File: src/rtl/spi_fwm_sram_arb_if.sv
// Bundle of the requester-side and memory-side signals of the buffer SRAM arbiter.
// slave: the arbiter's view. master: the view of the environment around it.
interface spi_fwm_sram_arb_if #(
    parameter int NumReq = 2,
    parameter int SramAw = 11,
    parameter int SramDw = 32
);
    // req_i/gnt_o: a requester raises req_i with write/addr/wdata and holds all of them
    // stable until gnt_o; the command transfers in the cycle where req_i and gnt_o are
    // both high. rvalid_o and mem_rvalid_i are one-cycle strobes with no back-pressure.
    logic [NumReq-1:0]        req_i;
    logic [NumReq-1:0]        write_i;
    logic [NumReq*SramAw-1:0] addr_i;
    logic [NumReq*SramDw-1:0] wdata_i;
    logic [NumReq-1:0]        gnt_o;
    logic [NumReq-1:0]        rvalid_o;
    logic [SramDw-1:0]        rdata_o;
    logic [1:0]               error_o;
    logic                     mem_req_o;
    logic                     mem_write_o;
    logic [SramAw-1:0]        mem_addr_o;
    logic [SramDw-1:0]        mem_wdata_o;
    logic                     mem_rvalid_i;
    logic [SramDw-1:0]        mem_rdata_i;
    logic [1:0]               mem_error_i;

    modport slave (
        input  req_i, write_i, addr_i, wdata_i, mem_rvalid_i, mem_rdata_i, mem_error_i,
        output gnt_o, rvalid_o, rdata_o, error_o, mem_req_o, mem_write_o, mem_addr_o,
               mem_wdata_o
    );

    modport master (
        output req_i, write_i, addr_i, wdata_i, mem_rvalid_i, mem_rdata_i, mem_error_i,
        input  gnt_o, rvalid_o, rdata_o, error_o, mem_req_o, mem_write_o, mem_addr_o,
               mem_wdata_o
    );
endinterface

File: src/rtl/spi_fwm_sram_arb.sv
// Round-robin arbiter merging the SPI buffer-manager SRAM ports onto one single-port SRAM;
// read responses are steered back to their issuer through an in-order tag FIFO.
module spi_fwm_sram_arb #(
    parameter int NumReq         = 2,
    parameter int SramAw         = 11,
    parameter int SramDw         = 32,
    parameter int MaxOutstanding = 2
) (
    input  logic                 clk_i,
    input  logic                 rst_ni,
    spi_fwm_sram_arb_if.slave    bus
);
    localparam int PW = (NumReq > 1) ? $clog2(NumReq) : 1;
    localparam int TW = $clog2(MaxOutstanding);
    localparam int CW = TW + 1;

    logic [PW-1:0]     r_prio;
    logic [PW-1:0]     r_tag_q [MaxOutstanding];
    logic [TW-1:0]     r_wptr;
    logic [TW-1:0]     r_rptr;
    logic [CW-1:0]     r_count;
    logic              r_mem_req;
    logic              r_mem_write;
    logic [SramAw-1:0] r_mem_addr;
    logic [SramDw-1:0] r_mem_wdata;

    logic              w_pop;
    logic              w_push;
    logic              w_tag_full;
    logic              w_found;
    logic [NumReq-1:0] w_elig;
    logic [PW-1:0]     w_idx;
    logic [PW-1:0]     w_win;
    logic [PW-1:0]     w_prio_nxt;
    logic [PW-1:0]     w_head;

    // A pop in the same cycle frees a slot, so a read may be granted even at full count.
    assign w_pop      = bus.mem_rvalid_i && (r_count != '0);
    assign w_tag_full = (r_count == CW'(MaxOutstanding)) && !w_pop;
    assign w_elig     = bus.req_i & (bus.write_i | {NumReq{!w_tag_full}});

    always_comb begin
        w_found = 1'b0;
        w_win   = '0;
        w_idx   = '0;
        for (int i = 0; i < NumReq; i++) begin
            w_idx = PW'((int'(r_prio) + i) % NumReq);
            if (!w_found && w_elig[w_idx]) begin
                w_found = 1'b1;
                w_win   = w_idx;
            end
        end
    end

    assign w_push     = w_found && !bus.write_i[w_win];
    assign w_prio_nxt = (int'(w_win) == NumReq - 1) ? '0 : w_win + PW'(1);
    assign w_head     = r_tag_q[r_rptr];

    // Combinational outputs are forced low while reset is held.
    assign bus.gnt_o    = (rst_ni && w_found) ? (NumReq'(1) << w_win) : '0;
    assign bus.rvalid_o = (rst_ni && w_pop) ? (NumReq'(1) << w_head) : '0;
    assign bus.rdata_o  = rst_ni ? bus.mem_rdata_i : '0;
    assign bus.error_o  = rst_ni ? bus.mem_error_i : '0;

    assign bus.mem_req_o   = r_mem_req;
    assign bus.mem_write_o = r_mem_write;
    assign bus.mem_addr_o  = r_mem_addr;
    assign bus.mem_wdata_o = r_mem_wdata;

    always_ff @(posedge clk_i or negedge rst_ni) begin
        if (!rst_ni) begin
            r_prio      <= '0;
            r_wptr      <= '0;
            r_rptr      <= '0;
            r_count     <= '0;
            r_mem_req   <= 1'b0;
            r_mem_write <= 1'b0;
            r_mem_addr  <= '0;
            r_mem_wdata <= '0;
            for (int i = 0; i < MaxOutstanding; i++) begin
                r_tag_q[i] <= '0;
            end
        end else begin
            r_mem_req <= w_found;
            if (w_found) begin
                r_prio      <= w_prio_nxt;
                r_mem_write <= bus.write_i[w_win];
                r_mem_addr  <= bus.addr_i[int'(w_win)*SramAw +: SramAw];
                r_mem_wdata <= bus.wdata_i[int'(w_win)*SramDw +: SramDw];
            end
            if (w_push) begin
                r_tag_q[r_wptr] <= w_win;
                r_wptr          <= r_wptr + 1'b1;
            end
            if (w_pop) begin
                r_rptr <= r_rptr + 1'b1;
            end
            if (w_push && !w_pop) begin
                r_count <= r_count + 1'b1;
            end else if (!w_push && w_pop) begin
                r_count <= r_count - 1'b1;
            end
        end
    end

    // Read data arriving with no read outstanding has no owner and is discarded.
    a_rvalid_has_tag : assert property (
        @(posedge clk_i) disable iff (!rst_ni) bus.mem_rvalid_i |-> (r_count != '0)
    ) else $error("mem_rvalid_i with empty tag FIFO");
endmodule
File: src/flat_wrapper.sv
// flat-port wrapper written by rule: the top's interface ports become plain ports
module spi_fwm_sram_arb_flat 
#(
    parameter int NumReq         = 2,
    parameter int SramAw         = 11,
    parameter int SramDw         = 32,
    parameter int MaxOutstanding = 2
)
  (clk_i, rst_ni, bus_req_i, bus_write_i, bus_addr_i, bus_wdata_i, bus_mem_rvalid_i, bus_mem_rdata_i, bus_mem_error_i, bus_gnt_o, bus_rvalid_o, bus_rdata_o, bus_error_o, bus_mem_req_o, bus_mem_write_o, bus_mem_addr_o, bus_mem_wdata_o);
  spi_fwm_sram_arb_if #(.NumReq(NumReq), .SramAw(SramAw), .SramDw(SramDw)) bus_i ();
  input  logic clk_i;
  input  logic rst_ni;
  input wire logic [$bits(bus_i.req_i)-1:0] bus_req_i;
  input wire logic [$bits(bus_i.write_i)-1:0] bus_write_i;
  input wire logic [$bits(bus_i.addr_i)-1:0] bus_addr_i;
  input wire logic [$bits(bus_i.wdata_i)-1:0] bus_wdata_i;
  input wire logic [$bits(bus_i.mem_rvalid_i)-1:0] bus_mem_rvalid_i;
  input wire logic [$bits(bus_i.mem_rdata_i)-1:0] bus_mem_rdata_i;
  input wire logic [$bits(bus_i.mem_error_i)-1:0] bus_mem_error_i;
  output wire logic [$bits(bus_i.gnt_o)-1:0] bus_gnt_o;
  output wire logic [$bits(bus_i.rvalid_o)-1:0] bus_rvalid_o;
  output wire logic [$bits(bus_i.rdata_o)-1:0] bus_rdata_o;
  output wire logic [$bits(bus_i.error_o)-1:0] bus_error_o;
  output wire logic [$bits(bus_i.mem_req_o)-1:0] bus_mem_req_o;
  output wire logic [$bits(bus_i.mem_write_o)-1:0] bus_mem_write_o;
  output wire logic [$bits(bus_i.mem_addr_o)-1:0] bus_mem_addr_o;
  output wire logic [$bits(bus_i.mem_wdata_o)-1:0] bus_mem_wdata_o;
  assign bus_i.req_i = bus_req_i;
  assign bus_i.write_i = bus_write_i;
  assign bus_i.addr_i = bus_addr_i;
  assign bus_i.wdata_i = bus_wdata_i;
  assign bus_i.mem_rvalid_i = bus_mem_rvalid_i;
  assign bus_i.mem_rdata_i = bus_mem_rdata_i;
  assign bus_i.mem_error_i = bus_mem_error_i;
  assign bus_gnt_o = bus_i.gnt_o;
  assign bus_rvalid_o = bus_i.rvalid_o;
  assign bus_rdata_o = bus_i.rdata_o;
  assign bus_error_o = bus_i.error_o;
  assign bus_mem_req_o = bus_i.mem_req_o;
  assign bus_mem_write_o = bus_i.mem_write_o;
  assign bus_mem_addr_o = bus_i.mem_addr_o;
  assign bus_mem_wdata_o = bus_i.mem_wdata_o;
  spi_fwm_sram_arb #(.NumReq(NumReq), .SramAw(SramAw), .SramDw(SramDw), .MaxOutstanding(MaxOutstanding)) u_core (.clk_i(clk_i), .rst_ni(rst_ni), .bus(bus_i));
endmodule
File: config.mk
export PLATFORM = sky130hd
export DESIGN_NAME = spi_fwm_sram_arb_flat
export DESIGN_NICKNAME = d
export VERILOG_FILES = /design/src/rtl/spi_fwm_sram_arb_if.sv /design/src/rtl/spi_fwm_sram_arb.sv /design/src/flat_wrapper.sv
export SDC_FILE = /design/constraint.sdc
export NUM_CORES = 1
export LEC_CHECK = 0
export CORE_ASPECT_RATIO = 1.4
export CORE_UTILIZATION = 35
export CTS_CLUSTER_SIZE = 40
export DETAILED_ROUTE_END_ITERATION = 16
export GPL_TIMING_DRIVEN = 0
export HOLD_SLACK_MARGIN = 0.08
export PLACE_DENSITY = 0.94
export SYNTH_ARGS = -nofsm -noshare
export SYNTH_HDL_FRONTEND = slang
export SYNTH_SLANG_ARGS = --single-unit
File: constraint.sdc
create_clock -name clk_i -period 5.68 [get_ports clk_i]
set_input_delay 1.136 -clock clk_i [delete_from_list [all_inputs] [get_ports clk_i]]
set_output_delay 1.136 -clock clk_i [all_outputs]
set_load 0.01 [all_outputs]
==> reports/metrics.csv, run 1 <==
stage,metric,value,unit
route,Detailed Route Iter0 Violations,107,
worst_setup_path,R2R cell count,6,
worst_setup_path,"delay-heaviest family, CP",buffers and inverters,
clock_network,Clock transition at path regs,0.08,ns
min_path,worst min-delay path class,reg2reg,
synthesis,"Seq/Total Area, Yosys",50.63,%
min_path,hold_sp,u_core.r_rptr,
clock_network,post_cts resized,0,
global_route,antenna violations before repair,0,
power_and_ir_drop,P_int,910.5,uW
global_route,vias in the first global route,2810,
synthesis,Post-synth EDFFs,0,
synthesis,number of library cell types mapped by synthesis,28,
floorplan,die area,0.007694,mm2
global_route,largest net degree at the start of global routing,32,
floorplan,IO Count,210,
worst_setup_path,WP buf/inv,2,
timing,slew at the pin with the worst max-slew slack,0.6110,ns
worst_setup_path,Worst Path Arrival,3.60,ns
clock_network,Num CTS Buffers,5,
clock_network,clock sink total,52,
power_and_ir_drop,combinational share of power,45.3,%
clock_network,H-tree depth,2,
global_route,Total Routing Usage GR,22.24,%
synthesis,ys flop type,dfrtp_1,
final_layout,ant diodes,0,
power_and_ir_drop,sequential share of power,40.0,%
placement,Placement Setup Slack,0.9243,ns
clock_network,CTS tree,yes,
worst_setup_path,Setup crit end kind,primary output,
worst_setup_path,worst-path cell chain,clkdlybuf4s50_1 > or4b_4 > a311oi_4 > and2_1 > clkdlybuf4s50_1,
timing,RSZ-0062 raised after global routing,false,
synthesis,yosys warns,0,
route,Antenna Violating Nets Remaining,0,
synthesis,Post-synth ARST share,100.0,%
floorplan,Die Height,103.4,um
timing,Slew HR,59.26,%
worst_setup_path,Crit path depth,5,
floorplan,FP Rows,36,
synthesis,Syn Area/Cell,9.448,um2
power_and_ir_drop,maximum VDD drop,0.1620,mV
worst_setup_path,CP max stage delay,0.62,ns
timing,Final setup viols,0,
clock_network,maximum clock path buffer count,2,
worst_setup_path,slowest stage cell on the critical path,a311oi_4,
synthesis,Synth Cell Area,0.002570,mm2
timing,Tmin final,4.735,ns
final_layout,fin nets,617,
floorplan,initial core utilization,36.57,%
clock_network,Root Driver,clkbuf_8,
synthesis,Syn Inst Count,272,
route,drt wl/cell,15.45,um
power_and_ir_drop,P per Cell Area,277.3,mW/mm2
route,Total Wirelength,9025,um
floorplan,die width,74.42,um
floorplan,Core Area,0.007027,mm2
timing,fmax,211.2,MHz
worst_setup_path,Worst Path Required,4.54,ns
synthesis,post-synthesis net count,400,
final_layout,"Design Area, Final",0.004873,mm2
worst_setup_path,"reg-to-reg slack, setup",3.55,ns
placement,PortBufs,209,
worst_setup_path,Crit Reg-Reg Endpoint,u_core.bus.mem_addr_o[0],
timing,Post-Route Setup TNS,0,ns
worst_setup_path,Critical path origin,bus_mem_rvalid_i,
placement,GPL Wtd Cong,0.8686,
clock_network,latest clock arrival within the worst-skew pair,0.30,ns
power_and_ir_drop,switching share of power,32.62,%
synthesis,#FFs+latches synth,52,
clock_network,Hold Buf Count CTS,0,
route,1st-pass router iterations,4,
worst_setup_path,CP startpoint kind,input pin,
outcome,status,"complete, no violations",
power_and_ir_drop,Leak,0.002116,uW
final_layout,Syn-to-layout area delta,89.63,%
timing,"Slew Viols, Final",0,
worst_setup_path,kind of critical path,in2out,
min_path,worst hold endpoint,u_core.r_rptr,
timing,final worst path period share,83.35,%
timing,final hold violations,0,
flow_run,max-cap violations,0,
route,# DRC,0,
route,vias after detailed routing,2842,
worst_setup_path,Reg-to-Reg Start,u_core.r_count[0],
final_layout,layout cell share with drive strength beyond 1,5.112,%
timing,Hold WS,0.4950,ns
timing,Clock Skew,0.008360,ns
timing,post-layout worst setup margin,0.9455,ns
power_and_ir_drop,NetSw,440.8,uW
route,post-DR vias/cell,4.866,
global_route,first-pass GRT wire length,12790,um
clock_network,Post-CTS Setup Bufs,0,
worst_setup_path,crit path max fanout,8,
min_path,hold path depth,1,
placement,post-DP HPWL,7290,um
global_route,grt ovf,0,
placement,"Cell Area, Placed",0.004796,mm2
power_and_ir_drop,clock share of power,14.7,%
worst_setup_path,most common cell type on the critical path,clkdlybuf4s50_1,
[power groups by stage]
stage	Sequential (uW)	Clock (uW)	Combinational [uW]
5_1_grt	551	218	662
3_3_place_gp	538	0	601
3_5_place_dp	545	0	618
2_1_floorplan	573	0	235
6_report	540	199	612
4_1_cts	540	203	621
[flip-flops by register name (all words and copies together), names as in the netlist]
register	flops
u_core.r_tag_q	2
u_core.r_prio	1
u_core.r_wptr	1
u_core.bus.mem_write_o	1
u_core.r_count	2
u_core.bus.mem_req_o	1
u_core.bus.mem_addr_o	11
u_core.r_rptr	1
u_core.bus.mem_wdata_o	32
[area by class of cell]
class                   count  area (um2)
flip-flops and latches     52        1301
multi-input cells         198        1137
clock buffers               6       72.57
plain buffers              19       120.1
fillers                   546        2153
repair buffers            210        2107
inverters                   3       11.26
clock inverters             1       5.005
well taps                  95       118.9
[routing by layer]
layer,global-route usage (%),part of all wire (%),up-vias
li1,-,-,1351
met3,5.911,9.2,19
met4,8.273,2.6,0
met5,0,0,-
met1,21.00,34,1301
met2,44.21,54,171
[cells in the final DEF (no fill, tap or decap), drive strengths merged]
cell type / instances
a211o: 1
mux2i: 1
o211a: 1
xnor2: 2
a22oi: 43
o31ai: 1
clkbuf: 11
clkinv: 1
xor2: 3
nor2: 2
a21oi: 2
o2111a: 1
and2: 36
buf: 16
dfrtp: 52
nor3b: 2
or4b: 1
clkdlybuf4s50: 208
nor2b: 1
nand2b: 2
o2bb2ai: 1
a2bb2oi: 1
nand2: 89
a311oi: 1
inv: 3
nand3b: 1
ha: 1
nor4b: 1
o21ai: 4
[worst max path at each step]
stage | end | slack [ns]
6_report | bus_gnt_o[0] | 0.95
5_1_grt | bus_gnt_o[0] | 0.85
4_1_cts | bus_gnt_o[0] | 0.90
3_5_place_dp | bus_gnt_o[0] | 0.92
3_3_place_gp | bus_rdata_o[22] | -0.22
2_1_floorplan | bus_gnt_o[0] | 2.15
[cells in the mapped netlist, types with 2 or more instances]
cell	count	share of area (%)
nor3b_1	2	0.58
xor2_1	3	1.0
dfrtp_1	52	51
buf_6	5	2.2
buf_2	9	1.8
a22oi_1	43	13
nand2b_1	2	0.49
xnor2_1	2	0.68
nand2_1	89	13
and2_1	36	8.8
inv_1	3	0.44
clkbuf_1	5	0.73
nor2_1	2	0.29
a21oi_1	2	0.39
o21ai_0	4	0.78
[logic make-up (layout without fill, tap and decap cells)]
logic type	Yosys count	after routing	share of synthesized area, %
buf+inv	22	239	5.112
fa+ha+maj	1	1	0.4868
flops	52	52	50.63
simple gates	135	135	24.78
compound gates	56	56	16.89
xor+xnor	5	5	1.704
mux	1	1	0.3895
[metrics by stage]
step,cells,power (uW),util (%)
finish,584,1351,69.36
global placement,576,1138,68.04
global route,584,1430,69.36
detailed placement,577,1164,68.25
floorplan,272,808.1,-
CTS,584,1363,69.36
No activity file was read; power rests on OpenSTA's default activity.
==> inputs of run 2 (changes only) <==
--- a/config.mk
+++ b/config.mk
@@ -6,12 +6,12 @@
 export NUM_CORES = 1
 export LEC_CHECK = 0
 export CORE_ASPECT_RATIO = 1.4
-export CORE_UTILIZATION = 35
+export CORE_UTILIZATION = 33
 export CTS_CLUSTER_SIZE = 40
 export DETAILED_ROUTE_END_ITERATION = 16
 export GPL_TIMING_DRIVEN = 0
 export HOLD_SLACK_MARGIN = 0.08
-export PLACE_DENSITY = 0.94
+export PLACE_DENSITY = 0.89
 export SYNTH_ARGS = -nofsm -noshare
 export SYNTH_HDL_FRONTEND = slang
 export SYNTH_SLANG_ARGS = --single-unit
==> constraint.sdc (replaced) <==
create_clock -name clk_i -period 4.6 [get_ports clk_i]
set_input_delay 0.92 -clock clk_i [delete_from_list [all_inputs] [get_ports clk_i]]
set_output_delay 0.92 -clock clk_i [all_outputs]
set_load 0.01 [all_outputs]
==> reports/metrics.csv, run 2 (synthesis results as in run 1) <==
stage,metric,value,unit,change
outcome,status,"complete, no violations",,
worst_setup_path,Worst Path Required,3.68,ns,-0.86 ns
global_route,largest net degree at the start of global routing,30,,-6.3%
final_layout,"most common cell after layout, fill and taps aside",clkdlybuf4s50_1,,
min_path,worst min-delay path class,reg2reg,,
placement,Placement Setup Slack,0.2966,ns,-0.6276 ns
route,Antenna Violating Nets Remaining,0,,unchanged
route,1st-pass router iterations,4,,unchanged
worst_setup_path,kind of critical path,in2out,,
clock_network,maximum clock path buffer count,2,,unchanged
worst_setup_path,R2R cell count,6,,unchanged
floorplan,initial core utilization,34.48,%,-2.1 points
min_path,hold path depth,2,,+1
final_layout,max reg flops,32,,unchanged
timing,slew at the pin with the worst max-slew slack,0.6162,ns,+0.005131 ns
floorplan,die width,76.59,um,+2.9%
final_layout,fin nets,617,,unchanged
worst_setup_path,WP buf/inv,2,,unchanged
worst_setup_path,crit path max fanout,8,,unchanged
floorplan,Die Height,106.4,um,+2.9%
clock_network,H-tree depth,2,,unchanged
worst_setup_path,CP startpoint kind,input pin,,
route,drt wl/cell,14.69,um,-5.0%
final_layout,utilization after layout,65.69,%,-3.7 points
worst_setup_path,worst-path cell chain,clkdlybuf4s50_1 > or4b_4 > a311oi_4 > and2_1 > clkdlybuf4s50_1,,
final_layout,most frequent cells in the layout,"208 x clkdlybuf4s50_1, 89 x nand2_1, 52 x dfrtp_1, 43 x a22oi_1, 36 x and2_1",,
route,vias after detailed routing,2820,,-0.77%
worst_setup_path,CP max stage delay,0.62,ns,about the same
floorplan,Core Area,0.007453,mm2,+6.1%
placement,GPL Wtd Cong,0.7773,,-11%
floorplan,die area,0.008150,mm2,+5.9%
route,post-DR vias/cell,4.804,,-1.3%
global_route,first-pass GRT wire length,13520,um,+5.8%
worst_setup_path,Crit path depth,5,,unchanged
timing,Final setup viols,0,,unchanged
timing,final worst path period share,92.87,%,
final_layout,ant diodes,0,,unchanged
placement,PortBufs,209,,unchanged
global_route,Total Routing Usage GR,20.69,%,-1.6 points
clock_network,Post-CTS Setup Bufs,0,,unchanged
flow_run,max-cap violations,0,,unchanged
clock_network,Root Driver,clkbuf_8,,
power_and_ir_drop,maximum VDD drop,0.1599,mV,-1.3%
final_layout,Syn-to-layout area delta,90.51,%,
power_and_ir_drop,Leak,0.002119,uW,+0.11%
floorplan,FP Rows,37,,+2.8%
timing,RSZ-0062 raised after global routing,false,,
global_route,antenna violations before repair,0,,unchanged
worst_setup_path,slowest stage cell on the critical path,a311oi_4,,
clock_network,Num CTS Buffers,5,,unchanged
placement,post-DP HPWL,6847,um,-6.1%
timing,"Slew Viols, Final",0,,unchanged
clock_network,Clock transition at path regs,0.09,ns,about the same
floorplan,IO Count,210,,unchanged
timing,post-layout worst setup margin,0.3279,ns,-0.6176 ns
clock_network,CTS tree,yes,,
global_route,grt ovf,0,,unchanged
timing,Slew HR,58.92,%,-0.34 points
worst_setup_path,"delay-heaviest family, CP",buffers and inverters,,
timing,Tmin final,4.272,ns,
worst_setup_path,most common cell type on the critical path,clkdlybuf4s50_1,,
route,# DRC,0,,unchanged
timing,final hold violations,0,,unchanged
clock_network,post_cts resized,0,,unchanged
route,Total Wirelength,8622,um,-4.5%
clock_network,clock sink total,52,,unchanged
clock_network,Hold Buf Count CTS,0,,unchanged
clock_network,latest clock arrival within the worst-skew pair,0.30,ns,about the same
final_layout,"Design Area, Final",0.004896,mm2,+0.46%
worst_setup_path,Setup crit end kind,primary output,,
global_route,vias in the first global route,2876,,+2.3%
power_and_ir_drop,P per Cell Area,346.9,mW/mm2,+25%
worst_setup_path,Worst Path Arrival,3.35,ns,-0.25 ns
timing,fmax,234.1,MHz,
power_and_ir_drop,total chip power,1699,uW,+26%
timing,Clock Skew,0.008051,ns,-0.0003090 ns
route,Detailed Route Iter0 Violations,185,,+73%
placement,"Cell Area, Placed",0.004798,mm2,about the same
final_layout,layout cell share with drive strength beyond 1,5.510,%,+0.40 points
-- run 2: cell count changes in the layout (fill, tap and decap cells not counted) --
cell	delta
clkinv_2	-1
clkinvlp_4	+2
clkbuf_8	+1
clkbuf_1	-1
-- run 2: layout make-up --
type                       count  area [um2]
fill                         613        2557
clock buffer                   6       82.58
sequential                    52        1301
clock inverter                 2       15.01
multi-input combinational    198        1137
inverter                       3       11.26
timing repair buffer         210        2107
buffer                        19       120.1
tap                           97       121.4
-- run 2: worst min-delay path, cell delays in order (launching register included) --
cell and delay, ns:
dfrtp_1 0.35, a22oi_1 0.06, nand2_1 0.05
-- run 2: metal layers --
| layer | GRT usage (%) | routed length, um |
|---|---|---|
| met1 | 22.99 | 3249 |
| met2 | 39.45 | 4676 |
| met3 | 4.034 | 543 |
| met4 | 5.769 | 153 |
| met5 | 0 | 0 |
-- run 2: final timing paths --
| path | from | end | slack (ns) |
|---|---|---|---|
| worst min register to register | u_core.bus.mem_wdata_o[8] | u_core.bus.mem_wdata_o[8] | 0.50 |
| worst max-delay path | bus_mem_rvalid_i | bus_gnt_o[0] | 0.33 |
| max in group asynchronous | rst_ni | u_core.bus.mem_wdata_o[13] | 3.41 |
| worst min-delay path | u_core.bus.mem_wdata_o[8] | u_core.bus.mem_wdata_o[8] | 0.50 |
| min in group asynchronous | rst_ni | u_core.bus.mem_wdata_o[31] | 0.62 |
| worst max register to register | u_core.r_count[0] | u_core.bus.mem_wdata_o[6] | 2.47 |
-- run 2: per-stage QoR --
stage	instances	hold WS (ns)	setup TNS [ns]
after floorplan	272	0.4679	0
after global placement	578	0.4746	-24.33
after detailed placement	579	0.4765	0
after CTS	587	0.5021	0
after global routing	587	0.5300	0
final	587	0.4974	0
-- run 2: power breakdown --
| part | internal, uW | total, uW | switching (uW) |
|---|---|---|---|
| registers | 582 | 669 | 87.0 |
| logic | 438 | 752 | 314 |
| clock network | 122 | 277 | 155 |
| total | 1140 | 1700 | 556 |
==> inputs of run 3 (changes only) <==
--- a/config.mk
+++ b/config.mk
@@ -6,12 +6,12 @@
 export NUM_CORES = 1
 export LEC_CHECK = 0
 export CORE_ASPECT_RATIO = 1.4
-export CORE_UTILIZATION = 33
+export CORE_UTILIZATION = 35
 export CTS_CLUSTER_SIZE = 40
 export DETAILED_ROUTE_END_ITERATION = 16
 export GPL_TIMING_DRIVEN = 0
 export HOLD_SLACK_MARGIN = 0.08
-export PLACE_DENSITY = 0.89
+export PLACE_DENSITY = 0.94
 export SYNTH_ARGS = -nofsm -noshare
 export SYNTH_HDL_FRONTEND = slang
 export SYNTH_SLANG_ARGS = --single-unit
==> constraint.sdc (replaced) <==
create_clock -name clk_i -period 5.2 [get_ports clk_i]
set_input_delay 1.04 -clock clk_i [delete_from_list [all_inputs] [get_ports clk_i]]
set_output_delay 1.04 -clock clk_i [all_outputs]
set_load 0.01 [all_outputs]
==> results of run 3 <==
Same layout as run 1 (identical final DEF). Status: complete, no violations.
Main changes from that run: setup slack after placement 0.9243 ns -> 0.6363 ns; setup slack after layout 0.9455 ns -> 0.6575 ns; register-to-register setup slack 3.55 ns -> 3.07 ns; total power 1351 uW -> 1476 uW; worst IR drop on VDD 0.1620 mV -> 0.1769 mV
